--- src/rtl/pn_spike_unpacker.sv ---
// Spike/parameter packet unpacker: buffers 48-bit packets in a FIFO and expands
// each one into zero, one or two single-address ops on a valid/ready output.
module pn_spike_unpacker #(
    parameter int DEPTH = 8
) (
    input  logic                      clk,
    input  logic                      rst,
    input  logic                      kill,
    input  logic                      in_valid,
    output logic                      in_ready,
    input  logic [15:0]               in_addr,
    input  logic [31:0]               in_data,
    output logic                      out_valid,
    input  logic                      out_ready,
    output logic [2:0]                out_op,
    output logic [6:0]                out_addr,
    output logic [31:0]               out_data,
    output logic [$clog2(DEPTH):0]    fifo_count,
    output logic [7:0]                null_cnt
);

    localparam int AW = $clog2(DEPTH);
    localparam logic [AW:0] PTR_ONE = 1;

    localparam logic [1:0] S_IDLE  = 2'd0;
    localparam logic [1:0] S_ONE   = 2'd1;
    localparam logic [1:0] S_TWO_A = 2'd2;
    localparam logic [1:0] S_TWO_B = 2'd3;

    localparam logic [1:0] K_NULL = 2'd0;
    localparam logic [1:0] K_ONE  = 2'd1;
    localparam logic [1:0] K_TWO  = 2'd2;

    logic [47:0] mem [DEPTH];
    logic [AW:0] wr_ptr;
    logic [AW:0] rd_ptr;
    logic [1:0]  state;
    logic [6:0]  hi_addr;
    logic        empty;
    logic        full;
    logic        push;
    logic        load;
    logic        pop;
    logic [47:0] head;
    logic [18:0] dec;
    logic [1:0]  dec_kind;
    logic [2:0]  dec_op;
    logic [6:0]  dec_lo;
    logic [6:0]  dec_hi;

    // Returns {kind, op, first address, second address} for one packet word.
    function automatic logic [18:0] decode_pkt(input logic [15:0] a);
        logic [1:0] kind;
        logic [2:0] op;
        kind = K_ONE;
        op   = 3'b000;
        if (a[15]) begin
            case (a[13:12])
                2'b01:   op = 3'b100;
                2'b00:   op = 3'b101;
                2'b10:   op = 3'b110;
                default: op = 3'b111;
            endcase
        end else if (a[14]) begin
            op = 3'b001;
        end else if (a[13:0] == 14'd0) begin
            kind = K_NULL;
        end else if (a[13:7] != 7'd0) begin
            kind = K_TWO;
        end
        return {kind, op, a[6:0], a[13:7]};
    endfunction

    function automatic logic [7:0] sat_inc(input logic [7:0] v);
        return (v == 8'hFF) ? v : v + 8'd1;
    endfunction

    assign empty      = (wr_ptr == rd_ptr);
    assign full       = (wr_ptr[AW] != rd_ptr[AW]) && (wr_ptr[AW-1:0] == rd_ptr[AW-1:0]);
    assign in_ready   = !full;
    assign fifo_count = wr_ptr - rd_ptr;
    assign push       = in_valid && in_ready;
    assign head       = mem[rd_ptr[AW-1:0]];
    assign dec        = decode_pkt(head[47:32]);
    assign dec_kind   = dec[18:17];
    assign dec_op     = dec[16:14];
    assign dec_lo     = dec[13:7];
    assign dec_hi     = dec[6:0];

    // The next packet is fetched from IDLE, or on the final transfer of the current one.
    assign load = (state == S_IDLE) ||
                  (((state == S_ONE) || (state == S_TWO_B)) && out_ready);
    assign pop  = load && !empty;

    always_ff @(posedge clk) begin
        if (push) begin
            mem[wr_ptr[AW-1:0]] <= {in_addr, in_data};
        end
    end

    always_ff @(posedge clk or posedge rst) begin
        if (rst) begin
            wr_ptr    <= '0;
            rd_ptr    <= '0;
            state     <= S_IDLE;
            out_valid <= 1'b0;
            out_op    <= 3'b000;
            out_addr  <= 7'd0;
            out_data  <= 32'd0;
            hi_addr   <= 7'd0;
            null_cnt  <= 8'd0;
        end else if (kill) begin
            wr_ptr    <= '0;
            rd_ptr    <= '0;
            state     <= S_IDLE;
            out_valid <= 1'b0;
        end else begin
            if (push) begin
                wr_ptr <= wr_ptr + PTR_ONE;
            end
            if (pop) begin
                rd_ptr <= rd_ptr + PTR_ONE;
            end
            if (load) begin
                if (empty || (dec_kind == K_NULL)) begin
                    out_valid <= 1'b0;
                    state     <= S_IDLE;
                    if (!empty) begin
                        null_cnt <= sat_inc(null_cnt);
                    end
                end else begin
                    out_valid <= 1'b1;
                    out_op    <= dec_op;
                    out_addr  <= dec_lo;
                    out_data  <= head[31:0];
                    hi_addr   <= dec_hi;
                    state     <= (dec_kind == K_TWO) ? S_TWO_A : S_ONE;
                end
            end else if ((state == S_TWO_A) && out_ready) begin
                out_addr <= hi_addr;
                state    <= S_TWO_B;
            end
        end
    end

endmodule

--- config.mk ---
export PLATFORM = sky130hd
export DESIGN_NAME = pn_spike_unpacker
export DESIGN_NICKNAME = d
export VERILOG_FILES = /design/src/rtl/pn_spike_unpacker.sv
export SDC_FILE = /design/constraint.sdc
export NUM_CORES = 1
export LEC_CHECK = 0
export ABC_AREA = 1
export CORE_MARGIN = 2
export CORE_UTILIZATION = 45
export DETAILED_ROUTE_END_ITERATION = 12
export PLACE_DENSITY = 0.73
export SETUP_SLACK_MARGIN = 0.5
export SYNTH_ARGS = -nofsm -noshare
export SYNTH_HDL_FRONTEND = slang
export SYNTH_SLANG_ARGS = --single-unit
--- constraint.sdc ---
create_clock -name clk -period 7.9 [get_ports clk]
set_input_delay 1.58 -clock clk [delete_from_list [all_inputs] [get_ports clk]]
set_output_delay 1.58 -clock clk [all_outputs]
set_load 0.05 [all_outputs]
==> results of run 1 <==
state kept, by name, indices dropped and copies added (netlist names):
| name | count |
|---|---|
| mem | 384 |
| out_data | 32 |
| null_cnt | 8 |
| hi_addr | 7 |
| out_addr | 7 |
| rd_ptr | 4 |
| wr_ptr | 4 |
| out_op | 3 |
| state | 2 |
| out_valid | 1 |
per-stage QoR:
step,cell area [um^2],std cells
global placement,19650,2074
detailed placement,19650,2074
finish,21100,2159
global route,21090,2157
floorplan,18200,1512
CTS,21090,2155
worst paths after layout:
path,startpoint,endpoint,slack (ns),cells past startpoint
worst max register to register,rd_ptr[0],out_addr[6],3.35,17
min in group asynchronous,rst,null_cnt[0],1.68,3
worst min register to register,out_op[0],out_op[0],0.48,2
worst min-delay path,out_op[0],out_op[0],0.48,2
max in group asynchronous,rst,rd_ptr[0],5.48,3
worst max-delay path,rd_ptr[1],fifo_count[3],2.97,6
logic make-up (layout without fill, tap and decap cells):
logic type,count (synthesis),after routing,share of synthesized area
other,0,4,0
xor gates and xnor gates,9,9,0.004332
and+or+nand+nor,535,535,0.1180
AOI/OAI and AO/OA,314,314,0.09565
adders and majority gates,10,10,0.007289
DFF,452,452,0.7272
buffers and inverters,192,310,0.04751
worst max-delay path, stage by stage (launching register included):
cell and delay, ns:
dfrtp_2 0.65, inv_2 0.39, ha_1 0.41, inv_1 0.05, o31ai_1 0.26, xor2_1 0.22
clkdlybuf4s50_1 0.83
where the power goes:
part	switching, mW	internal, mW	total (mW)
sequential	0.134	2.79	2.92
combinational	1.56	0.670	2.23
clock	0.869	1.20	2.07
total	2.56	4.66	7.23
placed cells by master (no fill, tap or decap), types with 4 or more instances in the layout:
master,instances
a21oi_1,7
buf_4,15
clkbuf_1,5
clkbuf_16,47
clkdlybuf4s50_1,108
clkinv_1,12
clkinv_2,10
dfrtp_1,66
diode_2,4
edfxtp_1,384
ha_1,9
inv_1,102
nand2_1,264
nand3_1,85
nor2_1,166
nor2_4,8
nor3_1,5
o21ai_0,204
o21ai_1,34
o221ai_1,32
o22ai_1,33
xor2_1,6
cell type report:
class	instances	area share
flip-flops and latches	452	0.6275
clock inverters	26	0.009311
clock buffers	55	0.05860
well taps	525	0.03114
diodes	4	0.0004745
inverters	106	0.01904
repair buffers	123	0.05658
multi-input cells	868	0.1974
layer usage:
metal	up-vias	track usage
li1	5494	-
met1	5698	0.2575
met2	440	0.3260
met3	82	0.03420
met4	4	0.06886
met5	-	0
==> flow_metrics.env, run 1 <==
export IMPL_vdd_drop_max_mv=0.2274
export IMPL_ys_warn_count=0
export IMPL_htree_levels=2
export IMPL_fmax_mhz=202.7
export IMPL_setup_viol=0
export IMPL_drt_wl_total_mm=40.61
export IMPL_grt_util_all_layers=0.1951
export IMPL_critPathCaptureType="output pin"
export IMPL_crit_path_start_kind="flip-flop"
export IMPL_route_antenna_remaining_nets=0
export IMPL_synth_nets=1575
export IMPL_holdBufCountCts=0
export IMPL_wl_per_cell_um=18.81
export IMPL_syn_to_final_growth_pct=15.94
export IMPL_initial_core_util=0.4569
export IMPL_cts_tree="built"
export IMPL_drc=0
export IMPL_die_w_um=205.1
export IMPL_place_hpwl_mm=21.32
export IMPL_synth_seq_cells=452
export IMPL_cts_resized=0
export IMPL_grt_overflow_total=0
export IMPL_gp_congestion=0.8129
export IMPL_fin_crit_ns=4.933
export IMPL_tritoncts_num_sinks=452
export IMPL_port_buffer_count=108
export IMPL_fin_nets=1659
export IMPL_drive_gt1_frac=0.06012
export IMPL_worst_pin_slew_ns=1.145
export IMPL_cp_required_ns=6.32
export IMPL_power_mw=7.229
export IMPL_row_count=73
export IMPL_fill_cells=3317
export IMPL_worst_slack_ns=2.967
export IMPL_fin_crit_sh=0.6244
export IMPL_multi_input_area_um2=4164
export IMPL_leakagePower_nw=7.801
export IMPL_grt_pass1_vias=11640
export IMPL_cts_setup_buffers=0
export IMPL_place_ws_ns=3.335
export IMPL_vias_per_cell=5.428
export IMPL_cts_made_buffers=45
export IMPL_rsz0062_at_grt="false"
export IMPL_ys_async_sr_fraction=0.1504
export IMPL_syn_cell_area_um2=18200
export IMPL_grt_max_degree=113
export IMPL_root_buffer="clkbuf_16"
export IMPL_synthTopCellsByCount="384 x edfxtp_1, 264 x nand2_1, 204 x o21ai_0"
export IMPL_status="complete, no violations"
export IMPL_drt_pass1_iter_count=5
export IMPL_via_count=11720
export IMPL_yosysUniqueCellTypes=32
export IMPL_final_util=0.5298
export IMPL_slew_headroom=0.2368
export IMPL_synth_edf_count=384
export IMPL_clock_skew_ns=0.02846
export IMPL_worstSetupPathType="flip-flop to output pin"
export IMPL_die_h_um=205.1
export IMPL_yosysSeqAreaShare=0.7272
export IMPL_cp_max_fo=40
export IMPL_wl_met2_mm=19.69
export IMPL_yosys_area_top_type="edfxtp_1"
export IMPL_arrival_ns=3.35
export IMPL_timing_hold_violations_final=0
export IMPL_dr_max_layer_used="met5"
export IMPL_fin_tns_setup_ns=0
export IMPL_io_pin_count=109
export IMPL_synth_area_leaders="edfxtp_1 63%, dfrtp_1 9.4%, o21ai_0 5.6%, nand2_1 5.4%, nor2_1 3.6%"
export IMPL_wl_met3_mm=2.915
export IMPL_wl_met1_mm=16.91
export IMPL_synth_top_area_share=0.6337
export IMPL_hold_slack_ns=0.4809
export IMPL_cap_violations=0
export IMPL_clk_latency_ns=0.56
export IMPL_synth_flop_cell="edfxtp_1"
export IMPL_synth_area_per_cell_um2=12.03
export IMPL_grt_pass1_wl_mm=63.47
export IMPL_fp_coreArea_um2=39820
export IMPL_die_area_um2=42060
export IMPL_hold_class="flip-flop to flip-flop"
export IMPL_powerDensity_nw_per_um2=342.7
export IMPL_synth_most_common_cell="edfxtp_1"
export IMPL_clkTransAtPathRegs_ns=0.06
export IMPL_cts_buffer_depth=3
export IMPL_drt_iter0_markers=947
export IMPL_register_area_um2=13240
export IMPL_maxSlewViolCount=0
export IMPL_antenna_found_initial=4
export IMPL_syn_instance_count=1512
No activity file was read; power rests on OpenSTA's default activity.
==> run 2, diff against run 1 <==
PLACE_DENSITY = 0.76   (was 0.73)
clock period = 4.1 ns   (was 7.9 ns; I/O delays follow)
==> run 2 against run 1 <==
  * Clock-buffer cell count down 3
  * Routed wire length increased by 0.66%
  * Flip-flop and latch count unchanged
  * Register-to-register slack got worse by 2.5 ns
  * Global-route usage grew 0.11 points
  * Largest cell class unchanged
  * Power grew 100%
  * Utilization increased by 0.90 points
  * Clock power up 110%
  * Combinational power rose by 100%
  * Hold slack improved by 0.0073 ns
  * First-iteration DRC count grew 14%
  * Worst setup slack worse by 2.3 ns
==> flow_metrics.env, run 2 (synthesis results as in run 1) <==
export IMPL_register_area_um2=13240
export IMPL_row_count=73
export IMPL_wl_per_cell_um=18.84
export IMPL_status="complete, no violations"
export IMPL_leakagePower_nw=7.950
export IMPL_cts_buffer_depth=3
export IMPL_fin_crit_sh=0.8449
export IMPL_cap_violations=0
export IMPL_root_buffer="clkbuf_16"
export IMPL_cts_made_buffers=45
export IMPL_multi_input_area_um2=4167
export IMPL_gp_congestion=0.8244
export IMPL_grt_util_all_layers=0.1962
export IMPL_via_count=11870
export IMPL_postPlaceCellArea_um2=19830
export IMPL_worst_pin_slew_ns=1.155
export IMPL_cts_resized=1
export IMPL_die_w_um=205.1
export IMPL_slew_headroom=0.2299
export IMPL_final_area_um2=21450
export IMPL_drive_gt1_frac=0.07425
export IMPL_vdd_drop_max_mv=0.4397
export IMPL_drt_iter0_markers=1076
export IMPL_setup_viol=0
export IMPL_port_buffer_count=108
export IMPL_grt_pass1_vias=11530
export IMPL_cts_setup_buffers=0
export IMPL_layout_commonest_cell="edfxtp_1"
export IMPL_fin_nets=1669
export IMPL_route_antenna_remaining_nets=0
export IMPL_vias_per_cell=5.469
export IMPL_tritoncts_num_sinks=452
export IMPL_drc=0
export IMPL_fin_tns_setup_ns=0
export IMPL_syn_to_final_growth_pct=17.90
export IMPL_antenna_found_initial=3
export IMPL_arrival_ns=2.64
export IMPL_fmax_mhz=288.7
export IMPL_wl_met2_mm=19.74
export IMPL_crit_path_start_kind="flip-flop"
export IMPL_fill_cells=3273
export IMPL_drt_pass1_iter_count=6
export IMPL_clk_latency_ns=0.56
export IMPL_hold_class="flip-flop to flip-flop"
export IMPL_fp_coreArea_um2=39820
export IMPL_wl_met1_mm=16.82
export IMPL_maxSlewViolCount=0
export IMPL_cts_tree="built"
export IMPL_holdBufCountCts=0
export IMPL_powerDensity_nw_per_um2=675.0
export IMPL_timing_hold_violations_final=0
export IMPL_hold_slack_ns=0.4882
export IMPL_drt_wl_total_mm=40.88
export IMPL_clock_skew_ns=0.01271
export IMPL_grt_pass1_wl_mm=63.65
export IMPL_cp_max_fo=5
export IMPL_grt_overflow_total=0
export IMPL_worstSetupPathType="flip-flop to output pin"
export IMPL_fin_crit_ns=3.464
export IMPL_largest_reg_flops=384
export IMPL_die_h_um=205.1
export IMPL_rsz0062_at_grt="false"
export IMPL_final_cell_mix="384 x edfxtp_1, 263 x nand2_1, 204 x o21ai_0, 166 x nor2_1, 105 x clkdlybuf4s50_1"
export IMPL_io_pin_count=109
export IMPL_die_area_um2=42060
export IMPL_critPathCaptureType="output pin"
export IMPL_dr_max_layer_used="met5"
export IMPL_clkTransAtPathRegs_ns=0.06
export IMPL_htree_levels=2
export IMPL_place_hpwl_mm=22.47
export IMPL_wl_met3_mm=3.302
export IMPL_initial_core_util=0.4569
export IMPL_grt_max_degree=82
export IMPL_cp_required_ns=3.28
run 2: path summary, 6_finish.rpt:
| path | startpoint | to | slack (ns) | depth (start not counted) |
|---|---|---|---|---|
| max | rd_ptr[0] | fifo_count[1] | 0.64 | 4 |
| min | out_data[3] | out_data[3] | 0.49 | 2 |
| max reg2reg | rd_ptr[0] | hi_addr[0] | 0.88 | 12 |
| min reg2reg | out_data[3] | out_data[3] | 0.49 | 2 |
| max in group asynchronous | rst | out_data[18] | 2.44 | 3 |
| min in group asynchronous | rst | null_cnt[0] | 0.83 | 2 |
run 2: power breakdown:
group,switching (mW),internal (mW)
sequential,0.210,5.37
combinational,3.12,1.34
clock,1.76,2.68
run 2: cell type report:
class | count | share of cell area
Antenna cell | 2 | 0.0002333
Clock buffer | 52 | 0.05558
Clock inverter | 32 | 0.02006
Inverter | 106 | 0.01872
Multi-Input combinational cell | 868 | 0.1942
Sequential cell | 452 | 0.6171
Tap cell | 525 | 0.03062
Timing Repair Buffer | 133 | 0.06351
run 2: per-layer routing:
layer | vias up | GRT usage
met1 | 5766 | 0.2607
met3 | 86 | 0.04025
met5 | - | 0
met4 | 2 | 0.07271
li1 | 5512 | -
met2 | 501 | 0.3201
run 2: per-stage QoR:
step           utilization  setup slack (ns)  power (mW)  std cells
3_5_place_dp        0.4979            0.8634       10.11       2084
3_3_place_gp        0.4979            0.9963       9.979       2084
6_report            0.5387            0.6358       14.48       2170
4_1_cts             0.5386            0.6238       14.54       2168
5_1_grt             0.5386            0.5551       15.18       2168
2_1_floorplan            -            0.5638       8.765       1512
run 2: critical path, cell delays in order, from the launching register on:
cell and delay [ns]:
dfrtp_4 0.53, ha_1 0.23, fa_1 0.42, inv_1 0.06
clkdlybuf4s50_1 0.83
==> run 3, diff against run 2 <==
PLACE_DENSITY = 0.73   (was 0.76)
clock period = 3.5 ns   (was 4.1 ns; I/O delays follow)
==> run 3 against run 2 <==
  * Worst setup slack got worse by 0.048 ns
  * Register-to-register slack got worse by 0.29 ns
  * Clock power about the same
  * Routed wire length increased by 6.9%
  * Final cell count increased by 0.78%
  * Critical path depth increased by 6
  * Sequential share of layout area decreased by 0.21 points
  * Utilization increased by 0.19 points
  * First-iteration DRC count increased by 20%
  * Clock skew increased by 0.019 ns
  * Critical endpoint is now mem[0][41]
==> flow_metrics.env, run 3 (synthesis results as in run 1) <==
export IMPL_via_count=12030
export IMPL_r2r_start="wr_ptr[0]"
export IMPL_leakagePower_nw=8.008
export IMPL_drc=0
export IMPL_holdPathStages=2
export IMPL_vias_per_cell=5.502
export IMPL_drt_pass1_iter_count=5
export IMPL_route_antenna_remaining_nets=0
export IMPL_die_h_um=205.1
export IMPL_fin_crit_sh=0.8320
export IMPL_clkTransAtPathRegs_ns=0.06
export IMPL_fin_nets=1687
export IMPL_r2r_cells=10
export IMPL_fp_coreArea_um2=39820
export IMPL_hold_slack_ns=0.4852
export IMPL_timing_hold_violations_final=0
export IMPL_syn_to_final_growth_pct=18.30
export IMPL_cts_buffer_depth=3
export IMPL_worst_pin_slew_ns=1.006
export IMPL_vdd_drop_max_mv=0.4440
export IMPL_final_util=0.5406
export IMPL_status="complete, no violations"
export IMPL_r2r_end="mem[0][41]"
export IMPL_powerDensity_nw_per_um2=774.0
export IMPL_crit_path_start_kind="flip-flop"
export IMPL_setup_viol=0
export IMPL_wl_per_cell_um=19.98
export IMPL_cts_made_buffers=44
export IMPL_grt_pass1_vias=11610
export IMPL_die_area_um2=42060
export IMPL_cp_num_buf_inv=4
export IMPL_worstSetupPathType="flip-flop to flip-flop"
export IMPL_grt_util_all_layers=0.1978
export IMPL_crit_family="buffers and inverters"
export IMPL_drt_wl_total_mm=43.70
export IMPL_fmax_mhz=343.4
export IMPL_layout_commonest_cell="edfxtp_1"
export IMPL_postPlaceCellArea_um2=19850
export IMPL_clk_latency_ns=0.57
export IMPL_cpPeakStageDelay_ns=0.64
export IMPL_hold_end="out_op[0]"
export IMPL_drive_gt1_frac=0.08855
export IMPL_slew_headroom=0.3289
export IMPL_largest_reg_flops=384
export IMPL_tritoncts_num_sinks=452
export IMPL_row_count=73
export IMPL_crit_chain="inv_1 > ha_1 > inv_1 > nor3_2 > nand2_4 > nand2_4 > inv_1 > nand2_4 > nor2_4 > buf_4"
export IMPL_gp_congestion=0.7937
export IMPL_final_area_um2=21530
export IMPL_drt_iter0_markers=1291
export IMPL_grt_max_degree=82
export IMPL_port_buffer_count=108
export IMPL_rsz0062_at_grt="true"
export IMPL_cp_required_ns=3.68
export IMPL_cp_max_fo=39
export IMPL_initial_core_util=0.4569
export IMPL_fin_crit_ns=2.912
export IMPL_place_hpwl_mm=22.58
export IMPL_critPathCaptureType="flip-flop"
export IMPL_arrival_ns=3.09
export IMPL_die_w_um=205.1
export IMPL_cts_tree="built"
export IMPL_min_from="out_op[0]"
export IMPL_grt_overflow_total=0
export IMPL_hold_class="flip-flop to flip-flop"
export IMPL_final_cell_mix="384 x edfxtp_1, 260 x nand2_1, 204 x o21ai_0, 163 x nor2_1, 103 x clkdlybuf4s50_1"
export IMPL_fin_tns_setup_ns=0
export IMPL_htree_levels=2
export IMPL_io_pin_count=109
export IMPL_antenna_found_initial=4
export IMPL_cpMaxStageDelayCell="buf_4"
export IMPL_root_buffer="clkbuf_16"
export IMPL_grt_pass1_wl_mm=64.18
export IMPL_rrSetupSlack_ns=0.59
export IMPL_cap_violations=0
export IMPL_maxSlewViolCount=0
export IMPL_clock_skew_ns=0.03219
==> run 3: changes by cell type in the layout (fill, tap and decap cells not counted), sizes merged <==
cell / before / now
bufbuf: 0 / 1
bufinv: 9 / 0
nor2: 174 / 178
clkbuf: 52 / 66
clkdlybuf4s50: 105 / 103
clkinvlp: 6 / 1
inv: 109 / 107
buf: 27 / 40
clkinv: 14 / 17
==> run 3: worst max path at each step <==
stage / from / end / cells after the start / slack, ns
finish: wr_ptr[0] / mem[0][41] / 10 / 0.59
floorplan: rd_ptr[2] / mem[0][0] / 13 / 0.52
global placement: in_valid / mem[6][8] / 6 / 0.27
detailed placement: in_valid / mem[6][9] / 6 / 0.26
global route: wr_ptr[0] / mem[0][41] / 10 / 0.49
CTS: wr_ptr[0] / mem[6][18] / 10 / 0.44
==> run 3: metal layers <==
| metal | up-vias | wire, um | GRT usage |
|---|---|---|---|
| met1 | 5894 | 18000 | 0.2619 |
| met4 | 4 | 950 | 0.06732 |
| met5 | - | 23 | 0 |
| li1 | 5557 | - | - |
| met3 | 73 | 3519 | 0.04104 |
| met2 | 504 | 21200 | 0.3263 |
==> run 3: repair_timing <==
item / 4_1_cts / 5_1_grt
setup buffers: 0 / 11
cloned: 2 / 7
hold buffers: 0 / 0
pin swaps: 1 / 6
setup endpoints to repair: 141 / 190
resized for setup: 6 / 13
==> run 3: power by group <==
part | switching [mW] | leakage (nW) | internal [mW] | total (mW)
Sequential | 0.245 | 4.35 | 6.30 | 6.54
Clock | 1.98 | 0.674 | 2.48 | 4.46
Combinational | 3.87 | 2.99 | 1.79 | 5.66
Total | 6.10 | 8.01 | 10.6 | 16.7
==> run 3: area by class of cell <==
| class | instances | area, um^2 |
|---|---|---|
| Sequential cell | 452 | 13240 |
| Antenna cell | 2 | 5.005 |
| Fill cell | 3294 | 18300 |
| Tap cell | 525 | 656.9 |
| Multi-Input combinational cell | 872 | 4293 |
| Inverter | 106 | 416.7 |
| Clock inverter | 19 | 133.9 |
| Timing Repair Buffer | 148 | 1551 |
| Clock buffer | 63 | 1232 |
==> run 3: worst min-delay path: cells and delay by family, from the launching register on <==
kind / cells / cell delay (ns)
and+or+nand+nor: 2 / 0.11
DFF: 1 / 0.35
==> run 3: per-stage QoR <==
| stage | setup WS, ns | power, mW | instances |
|---|---|---|---|
| 5_1_grt | 0.4911 | 17.48 | 2185 |
| 3_5_place_dp | 0.2602 | 11.93 | 2083 |
| 6_report | 0.5879 | 16.66 | 2187 |
| 3_3_place_gp | 0.2740 | 11.80 | 2083 |
| 4_1_cts | 0.4442 | 16.42 | 2167 |
| 2_1_floorplan | 0.5211 | 10.33 | 1512 |
